`src/rtl/wavegen_pwm_if.sv`:
```
// Configuration channel of the PWM wave generator: valid/ready handshake carrying
// mode, period, high time and burst length.
interface wavegen_pwm_if #(
    parameter int CNT_W   = 16,
    parameter int BURST_W = 8
);
    logic               valid;
    logic               ready;
    logic [1:0]         mode;
    logic [CNT_W-1:0]   period;
    logic [CNT_W-1:0]   high;
    logic [BURST_W-1:0] burst;

    modport master (output valid, mode, period, high, burst, input ready);
    modport slave  (input valid, mode, period, high, burst, output ready);
endinterface

```
`src/rtl/wavegen_pwm.sv`:
```
// PWM waveform generator with continuous, burst and one-shot runs; configuration is
// shadowed in a pending register and swapped in only at period boundaries.
module wavegen_pwm #(
    parameter int   CNT_W    = 16,
    parameter int   BURST_W  = 8,
    parameter logic IDLE_LVL = 1'b0
) (
    input  logic               clk,
    input  logic               rst,
    input  logic               en,
    input  logic               start,
    wavegen_pwm_if.slave       cfg,
    output logic               wave,
    output logic               busy,
    output logic               done,
    output logic [BURST_W-1:0] pulse_cnt
);
    localparam logic ACT_LVL = ~IDLE_LVL;

    typedef enum logic {IDLE, RUN} state_t;

    typedef struct packed {
        logic [1:0]         mode;
        logic [CNT_W-1:0]   period;
        logic [CNT_W-1:0]   high;
        logic [BURST_W-1:0] burst;
    } cfg_t;

    state_t             state;
    cfg_t               act, pend, in_cfg, sel_cfg;
    logic               pending;
    logic [CNT_W-1:0]   cnt, cnt_inc;
    logic               xfer, last, go, finish;
    logic [BURST_W-1:0] pulse_nxt, burst_len;

    assign cfg.ready = !pending;
    assign xfer      = cfg.valid && !pending;
    assign in_cfg    = '{mode: cfg.mode, period: cfg.period, high: cfg.high, burst: cfg.burst};

    // NOTE: every always_comb output is assigned a default first so no latch can be inferred.
    always_comb begin
        sel_cfg = pending ? pend : act;
        // A config offered together with start in IDLE is the one that start is judged against.
        if (state == IDLE && xfer && start) sel_cfg = in_cfg;
        go        = start && en && (sel_cfg.mode != 2'd0) && (sel_cfg.period != '0);
        last      = (cnt == act.period - CNT_W'(1));
        cnt_inc   = cnt + CNT_W'(1);
        pulse_nxt = pulse_cnt + BURST_W'(1);
        case (sel_cfg.mode)
            2'd2:    burst_len = (sel_cfg.burst == '0) ? BURST_W'(1) : sel_cfg.burst;
            2'd3:    burst_len = BURST_W'(1);
            default: burst_len = '0;
        endcase
        finish = sel_cfg.mode[1] && (pulse_nxt == burst_len);
    end

    // NOTE: sequential state uses non-blocking assignments only, so every register samples pre-edge values.
    always_ff @(posedge clk or negedge rst) begin
        if (!rst) begin
            state     <= IDLE;
            act       <= '0;
            pend      <= '0;
            pending   <= 1'b0;
            cnt       <= '0;
            pulse_cnt <= '0;
            wave      <= IDLE_LVL;
            busy      <= 1'b0;
            done      <= 1'b0;
        end else begin
            done <= 1'b0;
            case (state)
                IDLE: begin
                    wave <= IDLE_LVL;
                    if (xfer && !start) begin
                        pend    <= in_cfg;
                        pending <= 1'b1;
                    end else begin
                        act     <= sel_cfg;
                        pending <= 1'b0;
                    end
                    if (go) begin
                        state     <= RUN;
                        busy      <= 1'b1;
                        cnt       <= '0;
                        pulse_cnt <= '0;
                        wave      <= (sel_cfg.high != '0) ? ACT_LVL : IDLE_LVL;
                    end
                end
                RUN: begin
                    if (xfer) begin
                        pend    <= in_cfg;
                        pending <= 1'b1;
                    end
                    if (!en) begin
                        // Abort beats a coincident boundary: no count, no done.
                        state <= IDLE;
                        busy  <= 1'b0;
                        wave  <= IDLE_LVL;
                    end else if (!last) begin
                        cnt  <= cnt_inc;
                        wave <= (cnt_inc < act.high) ? ACT_LVL : IDLE_LVL;
                    end else begin
                        if (pending) begin
                            act     <= pend;
                            pending <= 1'b0;
                        end
                        cnt       <= '0;
                        pulse_cnt <= pulse_nxt;
                        if (sel_cfg.mode == 2'd0 || sel_cfg.period == '0 || finish) begin
                            state <= IDLE;
                            busy  <= 1'b0;
                            wave  <= IDLE_LVL;
                            done  <= finish && (sel_cfg.period != '0);
                        end else begin
                            wave <= (sel_cfg.high != '0) ? ACT_LVL : IDLE_LVL;
                        end
                    end
                end
                default: state <= IDLE;
            endcase
        end
    end
endmodule

```
`src/flat_wrapper.sv`:
```
// flat-port wrapper written by rule: the top's interface ports become plain ports
module wavegen_pwm_flat 
#(
    parameter int   CNT_W    = 16,
    parameter int   BURST_W  = 8,
    parameter logic IDLE_LVL = 1'b0
)
  (clk, rst, en, start, wave, busy, done, pulse_cnt, cfg_valid, cfg_mode, cfg_period, cfg_high, cfg_burst, cfg_ready);
  wavegen_pwm_if #(.CNT_W(CNT_W), .BURST_W(BURST_W)) cfg_i ();
  input  logic clk;
  input  logic rst;
  input  logic en;
  input  logic start;
  output logic wave;
  output logic busy;
  output logic done;
  output logic [BURST_W-1:0] pulse_cnt;
  input wire logic [$bits(cfg_i.valid)-1:0] cfg_valid;
  input wire logic [$bits(cfg_i.mode)-1:0] cfg_mode;
  input wire logic [$bits(cfg_i.period)-1:0] cfg_period;
  input wire logic [$bits(cfg_i.high)-1:0] cfg_high;
  input wire logic [$bits(cfg_i.burst)-1:0] cfg_burst;
  output wire logic [$bits(cfg_i.ready)-1:0] cfg_ready;
  assign cfg_i.valid = cfg_valid;
  assign cfg_i.mode = cfg_mode;
  assign cfg_i.period = cfg_period;
  assign cfg_i.high = cfg_high;
  assign cfg_i.burst = cfg_burst;
  assign cfg_ready = cfg_i.ready;
  wavegen_pwm #(.CNT_W(CNT_W), .BURST_W(BURST_W), .IDLE_LVL(IDLE_LVL)) u_core (.clk(clk), .rst(rst), .en(en), .start(start), .cfg(cfg_i), .wave(wave), .busy(busy), .done(done), .pulse_cnt(pulse_cnt));
endmodule
```
`config.mk`:
```
export PLATFORM = sky130hd
export DESIGN_NAME = wavegen_pwm_flat
export DESIGN_NICKNAME = d
export VERILOG_FILES = /design/src/rtl/wavegen_pwm_if.sv /design/src/rtl/wavegen_pwm.sv /design/src/flat_wrapper.sv
export SDC_FILE = /design/constraint.sdc
export NUM_CORES = 1
export LEC_CHECK = 0
export CELL_PAD_IN_SITES_DETAIL_PLACEMENT = 0
export CELL_PAD_IN_SITES_GLOBAL_PLACEMENT = 1
export CORE_MARGIN = 5
export CORE_UTILIZATION = 46
export DETAILED_ROUTE_END_ITERATION = 10
export GPL_TIMING_DRIVEN = 1
export PLACE_DENSITY_LB_ADDON = 0.1
export RECOVER_POWER = 50
export SYNTH_ARGS = -nofsm -noshare
export SYNTH_HDL_FRONTEND = slang
export SYNTH_SLANG_ARGS = --single-unit
```
`constraint.sdc`:
```
create_clock -name clk -period 3.94 [get_ports clk]
set_input_delay 1.182 -clock clk [delete_from_list [all_inputs] [get_ports clk]]
set_output_delay 1.182 -clock clk [all_outputs]
set_load 0.05 [all_outputs]
```
==> flow_summary_export.csv <==
group,metric,value,unit
logic_synthesis,synth_seq_cells,113,
setup_path,critPathLaunchType,"register",
sta,skew,8.81,ps
logic_synthesis,synth-async-reset-ratio,100,%
global_routing,globalRoute.busiestLayer,"met2",
global_routing,first_global_vias,5792,
setup_path,startpoint,"u_core.act[25]$_DFFE_PN0P_",
hold_path,hold_class,"reg -> reg",
sta,worstMarginPinSlew,1580,ps
global_routing,grt_max_degree,64,
sta,finalHoldViolCount,0,
cells_and_area,area_delta_synth_final,22.7,%
cells_and_area,num_antenna_cells,0,
logic_synthesis,synth_top_area_share,42.1,%
route,vias_per_cell,6.11,
global_routing,grt_pass1_wl,30.4,mm
cells_and_area,layout-drive-gt1-share,16.7,%
run,cap_violations,1,
sta,slew_violations,64,
power_and_ir_drop,peakVddDrop,309,µV
sta,fin_crit_sh,90.3,%
clocking,cts_sinks,113,
clocking,cts_tree,"built",
setup_path,r2r_slack,380,ps
sta,finalSetupTns,0,ps
clocking,cts_resized,0,
setup_path,required,4280,ps
sta,max-slew-margin-rel,-5.22,%
route,ant_nets,0,
setup_path,crit_path_end,"u_core.act[39]$_DFFE_PN0P_",
logic_synthesis,ys_types,68,
global_routing,grtUsageMet1,31.6,%
sta,layout_setup_ws,381,ps
setup_path,critPathMaxStageDelay,530,ps
setup_path,path_cells,"inv_1 > ha_1 > or3b_1 > nand4b_1 > xnor2_1 > or4_4 > nor4_4 > buf_12 > a31oi_2 > a21oi_4 > buf_4 > a2bb2oi_1",
placement,post-place-cells,900,
sta,fmax,0.281,GHz
clocking,h-tree-depth,4,
route,dr.pass1.iters,4,
placement,dpl-instance-area,0.00763,mm²
logic_synthesis,avgSynthCellArea,10.1,µm²
global_routing,overflow,0,
route,wl_per_cell,19.5,µm
setup_path,end_kind,"register",
cells_and_area,final_cells,932,
global_routing,gr-usage-all-layers,22.8,%
logic_synthesis,synth.cells.most_frequent,"113 x dfrtp_1, 50 x mux2_2, 34 x a2bb2oi_1, 33 x o22ai_1, 30 x a21oi_1",
floorplan,start_util,46.5,%
setup_path,cp_top_family,"simple AND/OR/NAND/NOR gates",
logic_synthesis,synth.largest_area_cell,"dfrtp_1",
route,dr_total_vias,5690,
logic_synthesis,syn-num-nets,732,
global_routing,gr-usage-met3,5.04,%
setup_path,cp.arrival,3890,ps
setup_path,r2r_end,"u_core.act[39]$_DFFE_PN0P_",
logic_synthesis,ys_warn_count,0,
placement,gp_congestion,0.869,
placement,portBuffers,58,
floorplan,die_w,131,µm
cells_and_area,layout.nets,800,
floorplan,ios,59,
cells_and_area,fin_util,57.1,%
placement,place_hpwl,13.3,mm
setup_path,path_max_fanout,22,
logic_synthesis,synth-seq-area-share,42.1,%
status,violations,"capacitance limit, slew limit",
route,drc,0,
global_routing,grt_antenna_before_repair,0,
logic_synthesis,synth_edf_count,0,
route,drt_iter0_drc,375,
logic_synthesis,syn_area,0.00671,mm²
route,wl,18.2,mm
floorplan,rows,44,
placement,pre_cts_ws,62.1,ps
logic_synthesis,yosysMostFrequentCell,"dfrtp_1",
cells_and_area,final_cell_area,0.00824,mm²
cells_and_area,fill_cells,1292,
setup_path,critPathBufInv,3,
floorplan,die_area,0.0171,mm²
clocking,cts_hold_buf,0,
setup_path,crit_slowest_cell,"or4_4",
setup_path,critical_path_depth,12,
status,outcome,"finished, violations left",
logic_synthesis,synth.area.top_cells,"dfrtp_1 42%, mux2_2 8.4%, a2bb2oi_1 4.4%, ha_1 3.4%, xnor2_1 3.3%",
logic_synthesis,postSynthCellCount,667,
clocking,clockRootBuffer,"clkbuf_16",
setup_path,crit_type,"reg -> reg",
logic_synthesis,synthFlopType,"dfrtp_1",
setup_path,r2r-start,"u_core.act[25]$_DFFE_PN0P_",
setup_path,rr_worst_depth,12,
clocking,clock_path_buffers,2,
clocking,numCtsBuffers,17,
sta,fin_crit,3560,ps
global_routing,grtUsageMet2,35.6,%
floorplan,dieHeight,131,µm
sta,rsz0062_at_grt,"false",
clocking,clk_pin_slew_worst_paths,60,ps
clocking,cts_setup_buffers,0,
clocking,insertion_delay,420,ps
sta,setup_viol,0,
power_and_ir_drop,p_leak,3.51,nW
power_and_ir_drop,power_density,663,mW/mm²
floorplan,core,0.0144,mm²
## tightest hold or removal path: stages (launching register included)
cell and delay [ps]:
dfrtp_1 330, nand2_1 50, o21ai_0 60
## stage by stage
step / total power (W) / hold slack, ps
floorplan: 0.00320 / 446
global placement: 0.00374 / 468
detailed placement: 0.00380 / 474
CTS: 0.00550 / 488
global route: 0.00580 / 518
finish: 0.00546 / 481
## logic make-up (layout without fill, tap and decap cells)
kind of cell	count (synthesis)	in the layout	share of synthesized area, %
flip-flops	113	113	42.1
adder cells (fa/ha/maj)	18	18	3.36
multiplexers	59	59	9.73
XOR/XNOR	46	46	6.00
AND/OR/NAND/NOR	179	179	15.6
buffers and inverters	69	150	4.06
AO/OA/AOI/OAI	183	183	19.1
## cells in the final DEF (no fill, tap or decap), drive strengths merged, types with 4 or more instances in the layout
| cell type | instances |
|---|---|
| a21o | 7 |
| a21oi | 31 |
| a22oi | 4 |
| a2bb2oi | 34 |
| a31oi | 13 |
| and3 | 12 |
| buf | 28 |
| bufinv | 4 |
| clkbuf | 29 |
| clkdlybuf4s50 | 56 |
| clkinv | 4 |
| dfrtp | 113 |
| ha | 18 |
| inv | 28 |
| mux2 | 50 |
| mux2i | 9 |
| nand2 | 29 |
| nand2b | 7 |
| nand3 | 15 |
| nand4 | 11 |
| nand4b | 4 |
| nor2 | 20 |
| nor2b | 5 |
| nor3 | 16 |
| nor4 | 21 |
| nor4b | 5 |
| o21ai | 24 |
| o22ai | 33 |
| o2bb2ai | 4 |
| or3 | 9 |
| or4 | 9 |
| xnor2 | 25 |
| xor2 | 21 |
## per-layer routing
layer / wire length [µm] / part of all wire (%)
met1: 8460 / 46
met2: 8560 / 47
met3: 837 / 4.6
met4: 345 / 1.9
met5: 0 / 0
## state kept, by name, summed over array words and instances (netlist names)
signal	cells
u_core.busy	1
u_core.pending	1
u_core.wave	1
u_core.cnt	16
u_core.done	1
u_core.act	42
u_core.state	1
u_core.pend	42
u_core.pulse_cnt	8
## power by group
group	total [W]	switching [W]	leakage [nW]	internal (W)
Combinational	0.00180	0.000912	1.84	0.000886
Sequential	0.00200	0.000436	1.36	0.00156
Clock	0.00166	0.000539	0.311	0.00113
## worst min-delay path by stage
stage / start / endpoint / slack (ps) / depth (start not counted)
final: u_core.act[4]$_DFFE_PN0P_ / u_core.act[4]$_DFFE_PN0P_ / 480 / 2
after global routing: u_core.pend[14]$_DFFE_PN0P_ / u_core.pend[14]$_DFFE_PN0P_ / 520 / 1
after CTS: u_core.act[4]$_DFFE_PN0P_ / u_core.act[4]$_DFFE_PN0P_ / 490 / 2
after detailed placement: u_core.act[4]$_DFFE_PN0P_ / u_core.act[4]$_DFFE_PN0P_ / 470 / 2
after global placement: u_core.act[4]$_DFFE_PN0P_ / u_core.act[4]$_DFFE_PN0P_ / 470 / 2
after floorplan: u_core.act[4]$_DFFE_PN0P_ / u_core.act[4]$_DFFE_PN0P_ / 450 / 2
## cell type report
cell class	instances	area (µm²)	area share, %
clock buffers	24	492	5.97
clock inverters	8	150	1.82
inverters	29	109	1.32
multi-input cells	485	3620	44.0
flip-flops and latches	113	2830	34.3
well taps	184	230	2.80
repair buffers	89	805	9.77
Power figures use the tool's default switching activity.
